`src/rtl/jk_pkg.sv`:
```
// Shared JK flip-flop definitions for the master-slave counter slice.
package jk_pkg;

  typedef enum logic [1:0] {
    HOLD   = 2'b00,
    RESET  = 2'b01,
    SET    = 2'b10,
    TOGGLE = 2'b11
  } jk_mode_e;

  // The {J,K} bit pair maps directly onto the mode encoding.
  function automatic jk_mode_e jk_encode(input logic j, input logic k);
    return jk_mode_e'({j, k});
  endfunction

endpackage

```
`src/rtl/jk_ms_stage.sv`:
```
// Single-bit master-slave JK storage: master samples on the rising edge,
// slave copies the master on the falling edge.
module jk_ms_stage
  import jk_pkg::*;
(
  input  logic clk,
  input  logic rst_n,
  input  logic j,
  input  logic k,
  output logic q
);

  logic m;

  // Toggle inverts the slave output, as in a classic master-slave JK.
  always_ff @(posedge clk or negedge rst_n) begin
    if (!rst_n) begin
      m <= 1'b0;
    end else begin
      case (jk_encode(j, k))
        HOLD:    m <= m;
        RESET:   m <= 1'b0;
        SET:     m <= 1'b1;
        TOGGLE:  m <= ~q;
        default: m <= m;
      endcase
    end
  end

  always_ff @(negedge clk or negedge rst_n) begin
    if (!rst_n) q <= 1'b0;
    else        q <= m;
  end

endmodule

```
`src/rtl/jk_mod_counter.sv`:
```
// Modulo-MOD up/down counter built from master-slave JK stages; the
// combinational block derives the next count and the per-bit J/K drive.
module jk_mod_counter
  import jk_pkg::*;
#(
  parameter int WIDTH = 4,
  parameter int MOD   = 10
) (
  input  logic             clk,
  input  logic             rst_n,
  input  logic             en,
  input  logic             up,
  input  logic             load,
  input  logic [WIDTH-1:0] load_val,
  output logic [WIDTH-1:0] q,
  output logic             tc
);

  if (MOD < 2 || MOD > (1 << WIDTH)) begin : g_bad_mod
    $error("jk_mod_counter: MOD out of range 2..2**WIDTH");
  end

  localparam int unsigned      MOD_U = MOD;
  localparam logic [WIDTH-1:0] TOP   = WIDTH'(MOD_U - 1);
  localparam logic [WIDTH:0]   MOD_X = (WIDTH + 1)'(MOD_U);

  logic [WIDTH-1:0] n;
  logic [WIDTH-1:0] j_vec;
  logic [WIDTH-1:0] k_vec;

  // Illegal states (q >= MOD) fall into the up/down wrap branches.
  always_comb begin
    n = q;
    if (load) begin
      n = ({1'b0, load_val} < MOD_X) ? load_val : TOP;
    end else if (en) begin
      if (up) n = (q >= TOP) ? '0 : q + WIDTH'(1);
      else    n = (q == '0 || {1'b0, q} >= MOD_X) ? TOP : q - WIDTH'(1);
    end
    // Load uses set/reset drive; count and hold use toggle drive.
    j_vec = load ? n  : (q ^ n);
    k_vec = load ? ~n : (q ^ n);
  end

  assign tc = en & ((up & (q == TOP)) | (~up & (q == '0)));

  for (genvar i = 0; i < WIDTH; i++) begin : g_stage
    jk_ms_stage u_stage (
      .clk   (clk),
      .rst_n (rst_n),
      .j     (j_vec[i]),
      .k     (k_vec[i]),
      .q     (q[i])
    );
  end

endmodule

```
`config.mk`:
```
export PLATFORM = sky130hd
export DESIGN_NAME = jk_mod_counter
export DESIGN_NICKNAME = d
export VERILOG_FILES = /design/src/rtl/jk_pkg.sv /design/src/rtl/jk_ms_stage.sv /design/src/rtl/jk_mod_counter.sv
export SDC_FILE = /design/constraint.sdc
export NUM_CORES = 1
export LEC_CHECK = 0
export BUFFER_PORTS_ARGS = -buffer_cell sky130_fd_sc_hd__buf_4
export CORE_ASPECT_RATIO = 1.1
export CORE_UTILIZATION = 35
export CTS_CLUSTER_SIZE = 40
export DETAILED_ROUTE_END_ITERATION = 7
export REMOVE_ABC_BUFFERS = 1
export SYNTH_ARGS = -nofsm -noshare
export SYNTH_HDL_FRONTEND = slang
export SYNTH_SLANG_ARGS = --single-unit
```
`constraint.sdc`:
```
create_clock -name clk -period 2 [get_ports clk]
set_clock_uncertainty 0.05 [all_clocks]
set_input_delay 0.1 -clock clk [delete_from_list [all_inputs] [get_ports clk]]
set_output_delay 0.1 -clock clk [all_outputs]
set_load 0.1 [all_outputs]
```
* Word-level counts from Yosys, hierarchy flattened *
Cells that the tools add are included.

operators by class
  reductions and logical operators = 6
  divide/modulo/power cells = 0
  shift operators = 0
  $lt $le $gt $ge = 3
  multipliers = 0
  equal/unequal tests = 13
  add/sub/neg operators = 2
  mux-type cells = 12
  bitwise gates (word level) = 11

operator list
  cell                                                  number
  two-way mux 4 bit                                     8
  equality test 2 bit (second input constant)           8
  case mux 1 bit (3 select lines)                       4
  equality test 2 x 1 -> 1 bit (second input constant)  4
  >= comparator 4 bit (second input constant)           2
  logical NOT 2 bit                                     4
  NOT 1 bit                                             5
  adder 4 x 1 -> 4 bit (second input constant)          1
  equality test 4 bit (second input constant)           1
  logical NOT 4 bit                                     1
  < comparator 4 bit (second input constant)            1
  NOT 4 bit                                             1
  subtractor 4 x 1 -> 4 bit (second input constant)     1
  XOR 4 bit                                             1
  bitwise AND 1 bit                                     3
  logical OR 1 bit                                      1
  bitwise OR 1 bit                                      1

storage, ports and cells
  bits in latches = 0
  memory bits (writable) = 0
  input port bits = 9
  memories = 0
  word-level logic and storage cells = 55
  bits in read-only memories = 0
  output and inout bits = 5
  register bits = 8

* Depth between registers and ports, before layout *
  depth after elaboration = 10
  mapped depth = 6
  mapped depth without buffers = 6

* Hierarchy *
From an unflattened synthesis, not the netlist that was laid out.

unflattened totals
  cell total of the unflattened synthesis = 88
  area, all modules = 730.7 sq um

modules (own cells, without submodules)
  module          sequential area each (sq um)  area each (sq um)  times used  cells an instance
  jk_mod_counter  0.0                           465.4              1           68
  jk_ms_stage     50.0                          66.3               4           5

==> impl_metrics.tcl <==
set metrics [dict create \
    status "finished, violations left" \
    violations "setup timing" \
    layout-drive-gt1-share_pct 42.7 \
    grt_max_degree 14 \
    slew_viol_final 0 \
    r2r_start "g_stage[1].u_stage.q" \
    grt_pass1_wl_mm 2.33 \
    synth.ff_latch_count 8 \
    setup_viol 9 \
    fp.coreArea_mm2 0.00161 \
    grt_overflow 0 \
    yosysTopAreaCellShare_pct 16.0 \
    cts.sinks 8 \
    die_w_um 42.3 \
    numPortBuffers 13 \
    dieArea_mm2 0.00196 \
    cts_buffer_depth 2 \
    ir_worst_vdd_uv 431 \
    grt_pass1_vias 563 \
    fin_ws_ns -0.748 \
    rsz0062_at_grt "true" \
    num_antenna_cells 0 \
    drv_cap 0 \
    reg2reg_depth 6 \
    via_per_inst 5.32 \
    synth-compound-area-share_pct 22.0 \
    power.density_mw_per_mm2 944 \
    postSynth.asyncResetShare_pct 100 \
    ant_nets 0 \
    first_pass_iters 4 \
    hold_viol_final 0 \
    area_growth_pct 53.8 \
    startpoint "g_stage[1].u_stage.q" \
    synth_fa_ha_area_share_pct 10.0 \
    muxShareOfSynthArea_pct 3.20 \
    cts.clk_slew.worst_paths_ns 0.05 \
    synth_top_family_by_area "simple AND/OR/NAND/NOR gates" \
    power.static_leakage_nw 0.440 \
    cts_tree "done" \
    insertion_delay_ns 0.26 \
    final_cells 113 \
    min-delay-path-class "input port to flop" \
    synth.area.top_cells "dfrtn_1, dfrtp_1, ha_1, a21oi_1, buf_4" \
    path_max_fanout 4 \
    synth-simple-area-share_pct 22.0 \
    cts_root_buf "clkbuf_4" \
    nets 112 \
    drt-initial-drc-count 12 \
    grtUsageTotal_pct 16.4 \
    routedWlPerCell_um 12.3 \
    synth_warnings 0 \
    reg2reg_slack_ns -0.75 \
    slew_headroom_pct 79.3 \
    start_util_pct 38.8 \
    antenna_found_initial 0 \
    setup.worst_path.end "g_stage[3].u_stage.m" \
    synth_cell_types 33 \
    setup_tns_ns -4.31 \
    ios 14 \
    synthesis.area_um2 626 \
    synth_xor_area_share_pct 0 \
    arrival_ns 2.86 \
    route.vias.total 601 \
    hpwlAfterDp_mm 1.05 \
    synth-edff-count 0 \
    num_rows 15 \
    drc 0 \
    gp_congestion 0.829 \
    avgSynthCellArea_um2 8.81 \
    ys_seq_area_share_pct 32.0 \
    path_class "flop to flop" \
    wirelength_mm 1.40 \
    worst_pin_slew_ns 0.302 \
    ys.flop_type "dfrtp_1" \
    yosys.area.top_type "dfrtn_1" \
    synth_cells 71 \
    required_ns 2.11 \
    htree_levels 1 \
    r2r-end "g_stage[3].u_stage.m" \
    die_h_um 46.3 \
    cp-start-kind "flop" \
    placedCellCount 105 \
    numCtsBuffers 3 \
    cp-end-kind "flop" \
]
cell usage in the layout, fill, tap and decap left out, types with 2 or more instances in the layout:
cell type  count
inv_1          3
dfrtn_1        4
ha_1           2
nor2_1         5
clkbuf_4       3
o21ai_0        2
nand3_1        3
buf_6          4
a21oi_1        7
a31oi_1        3
o31ai_2        2
nor3_1         2
ha_4           3
nand2_1        3
mux2i_1        2
dfrtp_1        4
buf_12         4
buf_4         19
kinds of logic (layout without fill, tap and decap cells):
family | Yosys count | in the layout
AND/OR/NAND/NOR | 23 | 23
AO/OA/AOI/OAI | 21 | 21
buffers and inverters | 12 | 37
flip-flops | 8 | 8
adder cells (fa/ha/maj) | 5 | 5
multiplexers | 2 | 2
sequential cells by signal (all words and copies together) (netlist names):
signal and cells:
g_stage.u_stage.q 4, g_stage.u_stage.m 4
timing repair:
item,4_1_cts,5_1_grt
pin swaps,4,1
setup endpoints to repair,9,9
hold buffers,1,0
setup buffers,2,2
gates resized for setup,23,7
endpoints found under the hold margin,4,0
how the worst min path moves through the flow:
stage | from | endpoint | slack [ns] | depth (start not counted)
after floorplan | rst_n | g_stage[0].u_stage.m | -0.25 | 0
final | load | g_stage[3].u_stage.m | 0.02 | 2
after global placement | rst_n | g_stage[2].u_stage.m | -0.13 | 1
after CTS | load | g_stage[3].u_stage.m | 0.02 | 2
after detailed placement | rst_n | g_stage[2].u_stage.m | -0.13 | 1
after global routing | load_val[3] | g_stage[3].u_stage.m | 0.02 | 3
per-stage QoR:
stage	power [W]	utilization [%]	hold WS (ns)	instance area (µm²)	setup WS [ns]
final	0.000909	59.6	0.0230	962	-0.748
after global routing	0.000967	59.6	0.0235	962	-0.820
after CTS	0.000876	56.7	0.0151	915	-0.755
after detailed placement	0.000661	48.2	-0.126	778	-0.745
after global placement	0.000660	48.2	-0.129	778	-0.737
after floorplan	0.000499	-	-0.246	577	-2.65
worst max-delay path, stage by stage (launching register included):
cell     delay [ns]
dfrtn_1        0.45
inv_4          0.08
ha_4           0.16
or3b_4         0.38
and3_4         0.19
o21a_1         0.18
o31ai_2        0.16
cell usage after synthesis (2+ instances only):
library cell	count
a21oi_1	7
a31oi_1	3
buf_4	4
clkbuf_1	2
dfrtn_1	4
dfrtp_1	4
ha_1	5
inv_1	5
mux2i_1	2
nand2_1	3
nand3_1	3
nor2_1	5
nor3_1	2
o21ai_0	3
where the power goes:
group	total [W]	internal (W)	switching [W]	leakage [nW]
clock network	0.000117	0.0000683	0.0000491	0.0138
registers	0.000227	0.000196	0.0000310	0.0942
logic	0.000564	0.000260	0.000305	0.332
area by class of cell:
type	instances	area, µm²
Sequential cell	8	200
Timing Repair Buffer	29	292
Tap cell	17	21.3
Inverter	5	21.3
Clock buffer	3	22.5
Fill cell	139	652
Multi-Input combinational cell	51	405
routing by layer:
layer	vias to the layer above	track usage [%]	wire, µm
met5	-	0	0
met4	0	14.4	44
met3	4	0.392	47
met2	18	26.2	681
met1	272	20.8	622
li1	307	-	-
Note: power is estimated with default switching activity, not from simulation.
